File: src/rtl/pipe_pkg.sv
// pipe_pkg: scoreboard entry type, bubble constant and bypass-availability helper
package pipe_pkg;
  localparam int SB_AW = 8;
  typedef struct packed {
    logic             v;
    logic             wen;
    logic             ld;
    logic [SB_AW-1:0] dst;
  } sb_entry_t;
  localparam sb_entry_t SB_BUBBLE = '0;
  function automatic logic avail(input int k, input logic ld, input int ld_lat);
    return ld ? (k >= 2 + ld_lat) : (k >= 2);
  endfunction
endpackage

File: src/rtl/sb_match.sv
// sb_match: youngest in-flight producer of one source register, searched over stages 1..DEPTH-1
module sb_match
  import pipe_pkg::*;
#(
  parameter  int DEPTH = 3,
  localparam int SW    = $clog2(DEPTH + 1)
) (
  input  logic [SB_AW-1:0] src_i,
  input  logic             use_i,
  input  sb_entry_t        ent_i [1:DEPTH],
  output logic             hit_o,
  output logic [SW-1:0]    j_o,
  output logic             ld_o
);
  // Scan oldest to youngest so the lowest stage overwrites; the WB stage is excluded.
  always_comb begin
    hit_o = 1'b0;
    j_o   = '0;
    ld_o  = 1'b0;
    for (int k = DEPTH - 1; k >= 1; k--)
      if (use_i && src_i != '0 && ent_i[k].v && ent_i[k].wen && ent_i[k].dst == src_i) begin
        hit_o = 1'b1;
        j_o   = SW'(k);
        ld_o  = ent_i[k].ld;
      end
  end
endmodule

File: src/rtl/hazard_scoreboard.sv
// hazard_scoreboard: shift-register scoreboard driving load-use stall, registered EX bypass selects
module hazard_scoreboard
  import pipe_pkg::*;
#(
  parameter  int DEPTH  = 3,
  parameter  int REG_AW = 5,
  parameter  int LD_LAT = 1,
  localparam int SW     = $clog2(DEPTH + 1)
) (
  input  logic              clk,
  input  logic              rst,
  input  logic              id_valid,
  input  logic [REG_AW-1:0] id_rs,
  input  logic [REG_AW-1:0] id_rt,
  input  logic              id_use_rs,
  input  logic              id_use_rt,
  input  logic              id_wen,
  input  logic [REG_AW-1:0] id_dst,
  input  logic              id_ld,
  input  logic              flush,
  input  logic              mem_wait,
  output logic              stall,
  output logic [SW-1:0]     fwd_sel_a,
  output logic [SW-1:0]     fwd_sel_b,
  output logic [31:0]       stall_cnt
);
  sb_entry_t     e_q [1:DEPTH];
  sb_entry_t     e_d [1:DEPTH];
  logic [SW-1:0] fwd_a_q, fwd_a_d, fwd_b_q, fwd_b_d, j_a, j_b;
  logic [31:0]   stall_cnt_q, stall_cnt_d;
  logic          hit_a, hit_b, ld_a, ld_b, issue;

  sb_match #(.DEPTH(DEPTH)) u_rs (
    .src_i(SB_AW'(id_rs)), .use_i(id_use_rs), .ent_i(e_q), .hit_o(hit_a), .j_o(j_a), .ld_o(ld_a)
  );
  sb_match #(.DEPTH(DEPTH)) u_rt (
    .src_i(SB_AW'(id_rt)), .use_i(id_use_rt), .ent_i(e_q), .hit_o(hit_b), .j_o(j_b), .ld_o(ld_b)
  );

  // A producer at stage j reaches stage j+1 by the time the consumer is in EX.
  assign stall = id_valid && !flush &&
                 ((hit_a && !avail(int'(j_a) + 1, ld_a, LD_LAT)) ||
                  (hit_b && !avail(int'(j_b) + 1, ld_b, LD_LAT)));
  assign issue     = id_valid && !flush && !stall;
  assign fwd_sel_a = fwd_a_q;
  assign fwd_sel_b = fwd_b_q;
  assign stall_cnt = stall_cnt_q;

  always_comb begin
    e_d         = e_q;
    fwd_a_d     = fwd_a_q;
    fwd_b_d     = fwd_b_q;
    stall_cnt_d = stall_cnt_q;
    if (!mem_wait) begin
      for (int k = DEPTH; k >= 2; k--) e_d[k] = e_q[k-1];
      e_d[1]      = issue ? sb_entry_t'{v: 1'b1, wen: id_wen, ld: id_ld, dst: SB_AW'(id_dst)} : SB_BUBBLE;
      fwd_a_d     = (issue && hit_a) ? j_a + SW'(1) : '0;
      fwd_b_d     = (issue && hit_b) ? j_b + SW'(1) : '0;
      stall_cnt_d = (stall && stall_cnt_q != '1) ? stall_cnt_q + 32'd1 : stall_cnt_q;
    end
  end

  always_ff @(posedge clk) begin
    if (!rst) begin
      for (int k = 1; k <= DEPTH; k++) e_q[k] <= SB_BUBBLE;
      fwd_a_q     <= '0;
      fwd_b_q     <= '0;
      stall_cnt_q <= '0;
    end else begin
      e_q         <= e_d;
      fwd_a_q     <= fwd_a_d;
      fwd_b_q     <= fwd_b_d;
      stall_cnt_q <= stall_cnt_d;
    end
  end
endmodule
File: config.mk
export PLATFORM = sky130hd
export DESIGN_NAME = hazard_scoreboard
export DESIGN_NICKNAME = d
export VERILOG_FILES = /design/src/rtl/pipe_pkg.sv /design/src/rtl/sb_match.sv /design/src/rtl/hazard_scoreboard.sv
export SDC_FILE = /design/constraint.sdc
export NUM_CORES = 1
export LEC_CHECK = 0
export CORE_MARGIN = 3
export CORE_UTILIZATION = 35
export CTS_CLUSTER_DIAMETER = 50
export DETAILED_ROUTE_END_ITERATION = 12
export PLACE_DENSITY_LB_ADDON = 0.25
export SYNTH_ARGS = -nofsm -noshare
export SYNTH_HDL_FRONTEND = slang
export SYNTH_HIERARCHICAL = 1
export SYNTH_SLANG_ARGS = --single-unit
File: constraint.sdc
create_clock -name clk -period 3.7 [get_ports clk]
set_clock_uncertainty 0.2 [all_clocks]
set_input_delay 0.555 -clock clk [delete_from_list [all_inputs] [get_ports clk]]
set_output_delay 0.555 -clock clk [all_outputs]
set_load 0.01 [all_outputs]
==> reports/results.txt, run 1 <==
Final routed DRC violation total - 0
Post-Route WL - 8.35 mm
Met1 usage in global routing - 21.4%
Share of cells above drive strength 1 - 13.6%
Fin. max-slew vios - 0
CTS Buf Count - 5
Worst Max-Slew Pin Slew - 805 ps
Worst EP arrival - 2810 ps
Clock network fraction of design power - 34.2%
Worst Hold Class - reg -> reg
Worst r2r src - e_q[26]
CTS max path bufs - 2
Peak VDD IR - 0.176 mV
Comb pwr share - 10.2%
CP Class - in -> out
Cell family with most CP delay - simple AND/OR/NAND/NOR gates
# nets final - 516
Diode count - 0
Area delta synth->final - 35.9%
Final core occ - 49.0%
Mapped Area - 3160 um^2
Worst Path Max Fanout - 3
CP Capture Type - output port
Hold-critical path endpoint - fwd_sel_b[0]
Initial DRC count - 146
R2R Path End - stall_cnt[27]
Largest net degree at the start of global routing - 44
Total number of vias - 3113
Finished Cell Area - 4300 um^2
RSZ-0062 raised after global routing - false
I/O Buffers - 60
Worst path buffer plus inverter count - 2
DR vias/cell - 5.24
Slew margin rel. - 46.3%
Met2 global-route usage - 27.7%
Sequential Power Share - 55.6%
First-pass GRT wire length - 13.7 mm
Die X - 101 um
Overflow after GRT - 0
Initial core utilization - 36.1%
Die height - 101 um
Critical path required time - 2940 ps
I/O pins - 61
Clock slew at reported path FFs - 100 ps
Slowest cell on crit path - or4_1
# setup viols final - 0
Initial antenna violation count - 0
Vias in the first global route - 2943
Root Driver - clkbuf_8
Hold Path Stages - 2
Max_cap viols - 0
Hold_sp - fwd_sel_b[0]
DRT Pass-1 Iters - 4
Core area - 8760 um^2
FMAX - 0.280 GHz
Max incr delay on CP - 580 ps
Total net switching power - 256 uW
Post-synthesis cell count - 378
Wire length per cell - 14.1 um
M3 GR Usage - 2.91%
Mean Syn Cell Area - 8.36 um^2
Outcome - finished clean
Crit path top cell by count - nor2_1
Yosys warns - 6
Final ANT Viol Nets - 0
Most Crowded Layer GR - met2
Placer Congestion - 0.816
Dpl hpwl - 5.95 mm
Reg2reg setup slack - 350 ps
Standard-cell rows - 34
# fillers - 847
Leakage Power - 1.52 nW
Pint - 765 uW
Hold Fails Final Rpt - 0
Worst r2r path cells - 11
Switching share of total power - 25.0%
Final Critical Period - 3570 ps
Full die area - 10200 um^2
CTS tree - yes
H-tree levels - 2
GRT Util Overall - 16.2%
CTS sink count - 52
Critical-path cell list - dlygate4sd2_1 -> or4_1 -> o21ai_4 -> nand4b_1 -> nor2_1 -> ha_1 -> o31ai_4 -> nor2_2 -> nor2_1 -> clkdlybuf4s15_2
Dpl cell area - 4120 um^2
PwrDens - 238 nW/um^2
Critical path launch point type - input pin
Clock Latency Late Sink - 300 ps
Final period util - 96.4%
-- worst reg2reg max path, delay by kind of cell, from the launching register on --
family,cells,cell delay [ps]
AO/OA/AOI/OAI,3,520
XOR/XNOR,1,170
adder cells (fa/ha/maj),1,250
buffers and inverters,2,370
flip-flops,1,440
AND/OR/NAND/NOR,4,1320
-- registers in the layout (all words and copies together), names as in the netlist --
signal,count
stall_cnt,32
fwd_sel_b,2
e_q,16
fwd_sel_a,2
-- worst max-delay path by stage --
stage              endpoint  depth (start not counted)  startpoint
6_report              stall                         10    id_rs[0]
5_1_grt               stall                         10    id_rs[0]
4_1_cts               stall                         10    id_rt[0]
3_5_place_dp          stall                         10    id_rt[3]
3_3_place_gp          stall                         10    id_rt[1]
2_1_floorplan  stall_cnt[7]                         11    id_rs[0]
-- per-layer routing --
metal,wire length (um),vias up
met4,31,0
met1,3890,1469
li1,-,1575
met2,4020,67
met3,411,2
met5,0,-
-- cells in the final DEF, fill, tap and decap left out, types with 11 or more instances in the layout --
cell,n
a21oi_1,21
buf_4,27
clkdlybuf4s50_1,49
conb_1,32
dfxtp_1,52
inv_1,19
mux2i_1,16
nand2_1,29
nand2b_1,11
nand3_1,18
nand4_1,11
nor2_1,32
o31ai_1,12
or4_1,13
xnor2_1,16
-- power groups by stage --
stage	Sequential (mW)	Clock, mW	Combinational, mW
floorplan	0.578	0	0.0557
global placement	0.580	0	0.100
detailed placement	0.580	0	0.102
CTS	0.567	0.359	0.103
global route	0.568	0.380	0.115
finish	0.567	0.349	0.104
-- per-stage QoR --
step / hold WS, ps / setup slack, ps / instances / TNS [ps] / power (mW)
final: 278 / 132 / 594 / 0 / 1.02
after global routing: 291 / 25.9 / 594 / 0 / 1.06
after CTS: 283 / 5.84 / 593 / 0 / 1.03
after detailed placement: 268 / -389 / 585 / -7000 / 0.682
after global placement: 261 / -324 / 585 / -4440 / 0.680
after floorplan: 287 / 342 / 409 / 0 / 0.634
-- repair_timing --
action,CTS,global route
setup buffers,0,1
pin swaps,2,12
hold buffers,0,0
gates resized for setup,10,15
endpoints found under the setup margin,15,22
gates cloned,0,0
-- final cells by class --
cell class	instances	area (um^2)	area share (%)
tap	108	135	3.15
clock inverter	2	10.0	0.233
sequential	52	1040	24.2
inverter	19	71.3	1.66
multi-input combinational	318	2120	49.3
timing repair buffer	89	837	19.5
clock buffer	6	82.6	1.92
No activity file was read; power rests on OpenSTA's default activity.
==> run 2: changes to the inputs <==
PLACE_DENSITY = 0.61   (was not set)
PLACE_DENSITY_LB_ADDON = not set   (was 0.25)
==> reports/results.txt, run 2 (same netlist as run 1, synthesis figures left out) <==
Initial antenna violation count - 0 (unchanged)
Max_cap viols - 0 (unchanged)
Full die area - 10200 um^2 (unchanged)
Most frequent cells in the layout - dfxtp_1 (52), clkdlybuf4s50_1 (49), conb_1 (32)
Worst r2r src - e_q[26]
CTS max path bufs - 2 (unchanged)
Max incr delay on CP - 550 ps (-30 ps)
Placed cell count - 585 (unchanged)
FMAX - 0.284 GHz (+1.3%)
Final period util - 95.2% (-1.2 points)
Largest register FFs - 32 (unchanged)
Core area - 8760 um^2 (unchanged)
Overflow after GRT - 0 (unchanged)
Reg2reg setup slack - 470 ps (+120 ps)
Clock Latency Late Sink - 310 ps (about the same)
Critical path launch point type - input pin
Hold Fails Final Rpt - 0 (unchanged)
I/O pins - 61 (unchanged)
Initial DRC count - 180 (+23%)
CTS tree - yes
Placer Congestion - 0.821 (+0.63%)
Leakage Power - 1.54 nW (+1.3%)
First-pass GRT wire length - 13.4 mm (-2.8%)
Hold buffer count at cts - 0 (unchanged)
Finished Cell Area - 4320 um^2 (+0.64%)
Clock network fraction of design power - 37.8% (+3.6 points)
Largest net degree at the start of global routing - 44 (unchanged)
Worst Max-Slew Pin Slew - 750 ps (-54.9 ps)
Most common cell after layout, fill and taps aside - dfxtp_1
Vias in the first global route - 2797 (-5.0%)
CP Launch Point - id_rt[1]
I/O Buffers - 60 (unchanged)
Cell family with most CP delay - simple AND/OR/NAND/NOR gates
R2R Path End - stall_cnt[8]
Worst Hold Class - reg -> reg
Sequential Power Share - 52.6% (-3.0 points)
Outcome - finished clean
H-tree levels - 2 (unchanged)
CP Capture Type - output port
Hold-critical path endpoint - fwd_sel_b[0]
PwrDens - 250 nW/um^2 (+5.1%)
CTS sink count - 52 (unchanged)
Total number of vias - 3100 (-0.42%)
Stages on worst setup path - 11 (+1)
Slew margin rel. - 49.5% (+3.3 points)
Final routed DRC violation total - 0 (unchanged)
Dpl cell area - 4130 um^2 (+0.30%)
Comb pwr share - 9.7% (-0.5 points)
Area delta synth->final - 36.8%
Hold Path Stages - 2 (unchanged)
Worst path buffer plus inverter count - 3 (+1)
Die height - 101 um (unchanged)
GRT Util Overall - 16.0% (-0.17 points)
Root Driver - clkbuf_8
DRT Pass-1 Iters - 4 (unchanged)
Crit path top cell by count - nor2_2
Wire length per cell - 13.9 um (-1.3%)
Clock slew at reported path FFs - 100 ps (about the same)
Worst r2r path cells - 11 (unchanged)
Die X - 101 um (unchanged)
Switching share of total power - 24.0% (-1.0 points)
Final ANT Viol Nets - 0 (unchanged)
Total net switching power - 260 uW (+1.6%)
Worst Path Max Fanout - 3 (unchanged)
Diode count - 0 (unchanged)
Critical-path cell list - dlygate4sd2_1 -> or4_1 -> o21ai_4 -> nand4b_1 -> buf_4 -> nor2_2 -> ha_2 -> o31ai_4 -> nor2_2 -> nor2_1 -> clkdlybuf4s15_2
Layout Cells excl Fill - 594 (unchanged)
# nets final - 516 (unchanged)
RSZ-0062 raised after global routing - false
Worst EP arrival - 2770 ps (-40 ps)
Pint - 820 uW (+7.2%)
Final Critical Period - 3520 ps (-45.7 ps)
# setup viols final - 0 (unchanged)
DR vias/cell - 5.22 (-0.42%)
Dpl hpwl - 6.02 mm (+1.2%)
Total power - 1.08 mW (+5.8%)
Hold_sp - fwd_sel_b[0]
Post-Route WL - 8.25 mm (-1.3%)
Initial core utilization - 36.1% (unchanged)
Peak VDD IR - 0.164 mV (-6.3%)
Slowest cell on crit path - or4_1
CTS Buf Count - 5 (unchanged)
Standard-cell rows - 34 (unchanged)
Share of cells above drive strength 1 - 13.6% (unchanged)
Fin. max-slew vios - 0 (unchanged)
CP Class - in -> out
Critical path required time - 2940 ps (about the same)
## run 2: cell types whose count changed in the layout (fill, tap and decap cells not counted), moves of 2 or more
cell / change
dlygate4sd2_1: -2
buf_6: -2
dlymetal6s2s_1: +2
clkinv_2: -2
## run 2: tightest hold or removal path, delay by kind of cell (launching register included)
kind / cells / cell delay (ps)
compound gates: 1 / 50
flops: 1 / 340
simple gates: 1 / 60
## run 2: what timing repair did
action | 4_1_cts | 5_1_grt
setup endpoints to repair | 1 | 22
setup buffers | 0 | 1
resized for setup | 10 | 13
pin swaps | 6 | 12
## run 2: power by group through the flow
stage / combinational (mW) / sequential [mW] / clock, mW
after floorplan: 0.0557 / 0.578 / 0
after global placement: 0.101 / 0.580 / 0
after detailed placement: 0.102 / 0.580 / 0
after CTS: 0.103 / 0.567 / 0.417
after global routing: 0.115 / 0.568 / 0.440
final: 0.105 / 0.567 / 0.408
## run 2: layout make-up
type                            instances  area [um^2]
Timing Repair Buffer                   89          850
Inverter                               19         71.3
Clock buffer                            6         72.6
Sequential cell                        52         1040
Fill cell                             863         4440
Multi-Input combinational cell        318         2110
Tap cell                              108          135
Clock inverter                          2         38.8
## run 2: worst max-delay path by stage
stage,end,slack [ps]
2_1_floorplan,stall_cnt[7],340
6_report,stall,180
5_1_grt,stall,90
3_3_place_gp,stall,-300
4_1_cts,stall,5
3_5_place_dp,stall,-380
## run 2: routing by layer
layer  up-vias  wire length, um  GRT usage [%]
li1       1577                -              -
met1      1444             4020           22.6
met2        71             3710           25.3
met3         8              416           2.84
met4         0               91           4.09
met5         -                0              0
## run 2: metrics by stage
| step | hold WS, ps | setup WS, ps | setup TNS (ps) | util [%] |
|---|---|---|---|---|
| detailed placement | 277 | -381 | -6500 | 47.2 |
| global route | 310 | 88.8 | 0 | 49.3 |
| floorplan | 287 | 342 | 0 | - |
| global placement | 271 | -301 | -3630 | 47.2 |
| finish | 287 | 178 | 0 | 49.3 |
| CTS | 293 | 4.58 | 0 | 48.7 |
==> run 3: changes to the inputs <==
CTS_CLUSTER_DIAMETER = 120   (was 50)
==> results of run 3 <==
Final layout, timing and power as in run 2 (identical DEF).
